[src/rtl/uart_tx_frame_pkg.sv]
// Shared types and helpers for the UART transmit frame engine.
// Parity is computed over a zero-extended word, so one helper serves every DATA_BITS setting.
package uart_pkg;

  typedef enum logic [2:0] {
    IDLE   = 3'd0,
    START  = 3'd1,
    DATA   = 3'd2,
    PARITY = 3'd3,
    STOP   = 3'd4
  } tx_state_t;

  localparam logic PARITY_EVEN = 1'b0;
  localparam logic PARITY_ODD  = 1'b1;

  localparam int MAX_DATA_BITS = 9;

  // Zero padding leaves the XOR reduction unchanged, so narrower words extend safely.
  function automatic logic calc_parity(input logic [MAX_DATA_BITS-1:0] data,
                                       input logic                     odd);
    return (^data) ^ odd;
  endfunction

endpackage

[src/rtl/uart_tx_frame_if.sv]
// Host-side word handshake for uart_tx_frame, carrying per-frame format controls.
// Parity controls exist only when UART_TX_PARITY_EN is defined.
interface uart_tx_frame_if #(
  parameter int DATA_BITS = 8
);

  logic                 tx_valid;
  logic                 tx_ready;
  logic [DATA_BITS-1:0] tx_data;
  logic                 two_stop;
`ifdef UART_TX_PARITY_EN
  logic                 parity_en;
  logic                 even_odd;

  modport master (
    output tx_valid,
    output tx_data,
    output two_stop,
    output parity_en,
    output even_odd,
    input  tx_ready
  );

  modport slave (
    input  tx_valid,
    input  tx_data,
    input  two_stop,
    input  parity_en,
    input  even_odd,
    output tx_ready
  );
`else
  modport master (
    output tx_valid,
    output tx_data,
    output two_stop,
    input  tx_ready
  );

  modport slave (
    input  tx_valid,
    input  tx_data,
    input  two_stop,
    output tx_ready
  );
`endif

endinterface

[src/rtl/uart_baud_tick.sv]
// Bit-period timer: one-cycle tick every CLK_DIV cycles, restarted by a synchronous clear.
module uart_baud_tick #(
  parameter int CLK_DIV = 434
) (
  input  logic sys_clk,
  input  logic rst_n,
  input  logic clear,
  output logic tick
);

  localparam int CW = (CLK_DIV > 1) ? $clog2(CLK_DIV) : 1;
  localparam logic [CW-1:0] LAST_COUNT = CW'(CLK_DIV - 1);

  logic [CW-1:0] count_reg;
  logic [CW-1:0] count_next;

  always_comb begin
    count_next = count_reg + 1'b1;
    if (clear || (count_reg == LAST_COUNT)) begin
      count_next = '0;
    end
  end

  always_ff @(posedge sys_clk or negedge rst_n) begin
    if (!rst_n) begin
      count_reg <= '0;
    end else begin
      count_reg <= count_next;
    end
  end

  // The final cycle of each period; suppressed while held in clear.
  assign tick = !clear && (count_reg == LAST_COUNT);

endmodule

[src/rtl/uart_tx_frame.sv]
// UART transmit frame engine: start, LSB-first data, optional parity, 1 or 2 stop bits.
// Optional parity support is built only when UART_TX_PARITY_EN is defined.
module uart_tx_frame
  import uart_pkg::*;
#(
  parameter int DATA_BITS = 8,
  parameter int CLK_DIV   = 434
) (
  input  logic            sys_clk,
  input  logic            rst_n,
  uart_tx_frame_if.slave  tx_if,
  output logic            busy,
  output logic            serial_out
);

  localparam int BCW = $clog2(DATA_BITS);
  localparam logic [BCW-1:0] LAST_BIT = BCW'(DATA_BITS - 1);

  tx_state_t            state_reg;
  tx_state_t            state_next;
  logic [DATA_BITS-1:0] shift_reg;
  logic [DATA_BITS-1:0] shift_next;
  logic [BCW-1:0]       bit_cnt_reg;
  logic [BCW-1:0]       bit_cnt_next;
  logic                 stop_cnt_reg;
  logic                 stop_cnt_next;
  logic                 two_stop_reg;
  logic                 serial_out_reg;
  logic                 serial_next;
  logic                 accept;
  logic                 tick;
  logic                 parity_sel;

  assign accept = tx_if.tx_valid && (state_reg == IDLE);

  uart_baud_tick #(
    .CLK_DIV (CLK_DIV)
  ) u_baud_tick (
    .sys_clk (sys_clk),
    .rst_n   (rst_n),
    .clear   (state_reg == IDLE),
    .tick    (tick)
  );

`ifdef UART_TX_PARITY_EN
  logic                     parity_en_reg;
  logic                     parity_bit_reg;
  logic [MAX_DATA_BITS-1:0] data_ext;

  always_comb begin
    data_ext                = '0;
    data_ext[DATA_BITS-1:0] = tx_if.tx_data;
  end

  // Parity is fixed at acceptance so later input changes cannot corrupt the frame.
  always_ff @(posedge sys_clk or negedge rst_n) begin
    if (!rst_n) begin
      parity_en_reg  <= 1'b0;
      parity_bit_reg <= 1'b0;
    end else if (accept) begin
      parity_en_reg  <= tx_if.parity_en;
      parity_bit_reg <= calc_parity(data_ext, tx_if.even_odd == PARITY_ODD);
    end
  end

  assign parity_sel = parity_en_reg;
`else
  assign parity_sel = 1'b0;
`endif

  // State register
  always_ff @(posedge sys_clk or negedge rst_n) begin
    if (!rst_n) begin
      state_reg <= IDLE;
    end else begin
      state_reg <= state_next;
    end
  end

  // Frame datapath and line flop
  always_ff @(posedge sys_clk or negedge rst_n) begin
    if (!rst_n) begin
      shift_reg      <= '0;
      bit_cnt_reg    <= '0;
      stop_cnt_reg   <= 1'b0;
      two_stop_reg   <= 1'b0;
      serial_out_reg <= 1'b1;
    end else begin
      shift_reg      <= shift_next;
      bit_cnt_reg    <= bit_cnt_next;
      stop_cnt_reg   <= stop_cnt_next;
      serial_out_reg <= serial_next;
      if (accept) begin
        two_stop_reg <= tx_if.two_stop;
      end
    end
  end

  // Next-state logic
  always_comb begin
    state_next    = state_reg;
    shift_next    = shift_reg;
    bit_cnt_next  = bit_cnt_reg;
    stop_cnt_next = stop_cnt_reg;
    case (state_reg)
      IDLE: begin
        if (accept) begin
          state_next    = START;
          shift_next    = tx_if.tx_data;
          bit_cnt_next  = '0;
          stop_cnt_next = 1'b0;
        end
      end
      START: begin
        if (tick) begin
          state_next = DATA;
        end
      end
      DATA: begin
        if (tick) begin
          if (bit_cnt_reg == LAST_BIT) begin
            state_next = parity_sel ? PARITY : STOP;
          end else begin
            bit_cnt_next = bit_cnt_reg + 1'b1;
            shift_next   = shift_reg >> 1;
          end
        end
      end
      PARITY: begin
        if (tick) begin
          state_next = STOP;
        end
      end
      STOP: begin
        if (tick) begin
          if (two_stop_reg && !stop_cnt_reg) begin
            stop_cnt_next = 1'b1;
          end else begin
            state_next = IDLE;
          end
        end
      end
      default: state_next = IDLE;
    endcase
  end

  // Line value for the coming cycle, registered so the pad never sees a glitch.
  always_comb begin
    serial_next = 1'b1;
    case (state_next)
      IDLE:   serial_next = 1'b1;
      START:  serial_next = 1'b0;
      DATA:   serial_next = shift_next[0];
`ifdef UART_TX_PARITY_EN
      PARITY: serial_next = parity_bit_reg;
`else
      PARITY: serial_next = 1'b1;
`endif
      STOP:   serial_next = 1'b1;
      default: serial_next = 1'b1;
    endcase
  end

  assign serial_out     = serial_out_reg;
  assign busy           = (state_reg != IDLE);
  assign tx_if.tx_ready = (state_reg == IDLE);

endmodule

[src/flat_wrapper.sv]
// flat-port wrapper written by rule: the top's interface ports become plain ports
module uart_tx_frame_flat import uart_pkg::*;
#(
  parameter int DATA_BITS = 8,
  parameter int CLK_DIV   = 434
)
  (sys_clk, rst_n, busy, serial_out, tx_if_tx_valid, tx_if_tx_data, tx_if_two_stop, tx_if_tx_ready);
  uart_tx_frame_if #(.DATA_BITS(DATA_BITS)) tx_if_i ();
  input  logic sys_clk;
  input  logic rst_n;
  output logic busy;
  output logic serial_out;
  input wire logic [$bits(tx_if_i.tx_valid)-1:0] tx_if_tx_valid;
  input wire logic [$bits(tx_if_i.tx_data)-1:0] tx_if_tx_data;
  input wire logic [$bits(tx_if_i.two_stop)-1:0] tx_if_two_stop;
  output wire logic [$bits(tx_if_i.tx_ready)-1:0] tx_if_tx_ready;
  assign tx_if_i.tx_valid = tx_if_tx_valid;
  assign tx_if_i.tx_data = tx_if_tx_data;
  assign tx_if_i.two_stop = tx_if_two_stop;
  assign tx_if_tx_ready = tx_if_i.tx_ready;
  uart_tx_frame #(.DATA_BITS(DATA_BITS), .CLK_DIV(CLK_DIV)) u_core (.sys_clk(sys_clk), .rst_n(rst_n), .tx_if(tx_if_i), .busy(busy), .serial_out(serial_out));
endmodule
[config.mk]
export PLATFORM = sky130hd
export DESIGN_NAME = uart_tx_frame_flat
export DESIGN_NICKNAME = d
export VERILOG_FILES = /design/src/rtl/uart_tx_frame_pkg.sv /design/src/rtl/uart_tx_frame_if.sv /design/src/rtl/uart_baud_tick.sv /design/src/rtl/uart_tx_frame.sv /design/src/flat_wrapper.sv
export SDC_FILE = /design/constraint.sdc
export NUM_CORES = 1
export LEC_CHECK = 0
export BUFFER_PORTS_ARGS = -buffer_cell sky130_fd_sc_hd__buf_4
export CAP_MARGIN = 40
export CORE_UTILIZATION = 35
export CTS_BUF_LIST = sky130_fd_sc_hd__clkbuf_8 sky130_fd_sc_hd__clkbuf_16
export DETAILED_ROUTE_END_ITERATION = 8
export MAX_ROUTING_LAYER = met4
export PLACE_DENSITY = 0.51
export RECOVER_POWER = 50
export SETUP_SLACK_MARGIN = 0.5
export SLEW_MARGIN = 20
export SYNTH_ARGS = -nofsm -noshare
export SYNTH_HDL_FRONTEND = slang
export SYNTH_HIERARCHICAL = 1
export SYNTH_SLANG_ARGS = --single-unit
export TNS_END_PERCENT = 30
[constraint.sdc]
create_clock -name sys_clk -period 2.5 [get_ports sys_clk]
set_input_delay 0.375 -clock sys_clk [delete_from_list [all_inputs] [get_ports sys_clk]]
set_output_delay 0.375 -clock sys_clk [all_outputs]
set_load 0.02 [all_outputs]
==> out/metrics.yaml <==
outcome: "finished, final reports clean"
post-route-min-period_ns: 1.99
grt_start_max_net_pins: 27
ant_nets: 0
postSynthAreaPerCell_um2: 10.9
layout_commonest_cell: "buf_4"
setup_viol: 0
power_frac_comb_pct: 4.2
critPathRequiredTime_ns: 2.66
fill_cells: 376
arrival_ns: 2.16
grt_pass1_vias: 1051
grt_pass1_wl_um: 5010
core-area_mm2: 0.00374
synth_nets: 144
syn_inst: 128
synth_top_family_by_area: "simple AND/OR/NAND/NOR gates"
total_power_w: 0.000739
ys_warn_count: 6
vdd_ir_drop_max_uv: 265
drt_first_iter_violations: 96
dieArea_mm2: 0.00425
hold_viol_final: 0
fin_setup_tns_ns: 0
diodes: 0
criticalPathCategory: "flop to flop"
dp_hpwl_um: 1960
synthSimpleGateAreaFrac_pct: 22.1
die_h_um: 65.2
area_delta_synth_final_pct: 24.2
cts_tree: "yes"
clock_sinks: 26
worstMarginPinSlew_ns: 1.42
drive_gt1_share_pct: 34.2
clockPowerShare_pct: 37.3
stdcell_area_mm2: 0.00173
end_kind: "flop"
port_buffers: 14
antenna_found_initial: 0
clk_pin_slew_ns: 0.09
synth_compound_area_share_pct: 19.6
layout_setup_ws_ns: 0.507
synth_top_cell_by_area: "dfrtp_1"
finalCritPeriodShare_pct: 79.7
synth_top_area_share_pct: 44.8
synth_xor_area_share_pct: 1.88
cts_hold_buffers: 0
switchingPower_w: 0.000153
slowest_delay_ns: 0.42
holdCritPathClass: "primary input to flop"
die_w_um: 65.2
root_buffer: "clkbuf_8"
crit_chain: "inv_1 > ha_1 > nand2_2 > nor4_4 > nor4b_4 > buf_4 > a21oi_4 > a221o_1"
min-delay-start: "tx_if_tx_data[7]"
synth_area_mm2: 0.00140
async_flop_share_pct: 100
critPathLaunch: "u_core/u_baud_tick/count_reg[1]$_DFF_PN0_"
clockBufferDepth: 2
num_rows: 22
leakage_nw: 0.760
power_density_mw_per_mm2: 426
overflow: 0
place_area_mm2: 0.00158
p_sw_share_pct: 20.7
ys_ff_latch: 26
r2r-start: "u_core/u_baud_tick/count_reg[1]$_DFF_PN0_"
wl_per_cell_um: 14.2
seq_area_frac_synth_pct: 46.7
wirelength_um: 2930
io_pins: 15
vias: 1069
pre_cts_ws_ns: 0.423
firstDrtPassIters: 4
startpoint_type: "flop"
max_freq_ghz: 0.502
start_util_pct: 37.3
cp_max_fo: 7
route.detailed.drc: 0
htreeDepth: 1
pwr-share-seq_pct: 58.5
grt_use_total_pct: 16.2
fin_skew_ns: 0.00505
yosysUniqueCellTypes: 45
cts_inserted_buffers: 3
intPower_w: 0.000586
synthAdderAreaFrac_pct: 3.58
largest_register_ffs: 9
synthFlopType: "dfrtp_1"
synth_edf_count: 0
routed_via_density: 5.19
final_net_count: 175
most-common-layout-cells: "buf_4 (27), dfrtp_1 (22), nand2_1 (11)"
slew_violations: 0
slew_headroom_pct: 5.38
clock_latency_ns: 0.27
slowest_stage: "dfrtp_1"
gp_congestion: 0.743
rsz0062_at_grt: "yes"
cap_violations: 0
fin_util_pct: 46.3
synthMuxAreaShare_pct: 1.08
synthTopCellsByArea: "dfrtp_1 (45%), a221o_1 (4.3%), ha_1 (3.6%), nand2_1 (3.5%), nor4b_4 (3.4%)"
==> area by class of cell <==
type	count	area [µm²]	area share, %
Inverter	8	32.5	1.88
Clock buffer	4	55.1	3.17
Timing Repair Buffer	31	226	13.1
Multi-Input combinational cell	89	704	40.6
Sequential cell	26	656	37.8
Tap cell	48	60.1	3.46
==> power by group through the flow <==
stage               clock network (W)    logic, W  registers (W)
floorplan                           0  0.00000916       0.000439
global placement                    0   0.0000328       0.000441
detailed placement                  0   0.0000333       0.000440
CTS                          0.000287   0.0000332       0.000432
global route                 0.000307   0.0000356       0.000433
finish                       0.000275   0.0000313       0.000432
==> what timing repair did <==
action | 4_1_cts | 5_1_grt
endpoints found under the setup margin | 12 | 9
pin swaps | 2 | 0
resized for setup | 7 | 0
setup buffers | 5 | 7
==> routing by layer <==
layer | GRT usage (%) | part of all wire [%] | up-vias
li1 | - | - | 534
met1 | 21.9 | 51 | 509
met2 | 23.5 | 44 | 21
met3 | 4.51 | 4.4 | 5
met4 | 4.89 | 1.0 | 0
met5 | - | 0 | -
==> synth_stat cells (2+ instances only) <==
master,number
nand2b_1,3
a21oi_1,2
xor2_1,2
o21ai_0,6
inv_1,8
o21ai_1,3
nor4b_4,2
a221o_1,6
nand3_1,5
nand2_1,13
nor2_1,6
or3_1,2
buf_6,2
buf_2,2
ha_1,4
a31oi_1,4
and3_1,6
dfrtp_1,25
==> worst paths after layout <==
path	slack [ns]	endpoint	cells past startpoint
worst max-delay path	0.51	u_core/shift_reg[1]$_DFFE_PN0P_	8
worst min-delay path	0.30	u_core/shift_reg[7]$_DFFE_PN0P_	3
worst max register to register	0.51	u_core/shift_reg[1]$_DFFE_PN0P_	8
worst min register to register	0.51	u_core/shift_reg[5]$_DFFE_PN0P_	1
max in group asynchronous	1.15	u_core/u_baud_tick/count_reg[3]$_DFF_PN0_	1
min in group asynchronous	0.41	u_core/shift_reg[6]$_DFFE_PN0P_	1
==> worst max-delay path, delay by kind of cell (launching register included) <==
| family | cells | cell delay [ns] |
|---|---|---|
| AOI/OAI and AO/OA | 2 | 0.38 |
| adders and majority gates | 1 | 0.15 |
| buffers and inverters | 2 | 0.24 |
| DFF | 1 | 0.42 |
| and+or+nand+nor | 3 | 0.69 |
==> logic make-up after synthesis <==
family / after synthesis
AND/OR/NAND/NOR: 48
AO/OA/AOI/OAI: 33
flip-flops: 26
buffers and inverters: 13
adder cells (fa/ha/maj): 4
XOR/XNOR: 3
multiplexers: 1
==> metrics by stage <==
stage / std cells / hold WS [ns]
global placement: 190 / 0.307
floorplan: 128 / 0.0794
CTS: 199 / 0.00286
detailed placement: 190 / 0.308
finish: 206 / 0.303
global route: 206 / 0.310
Note: power is estimated with default switching activity, not from simulation.
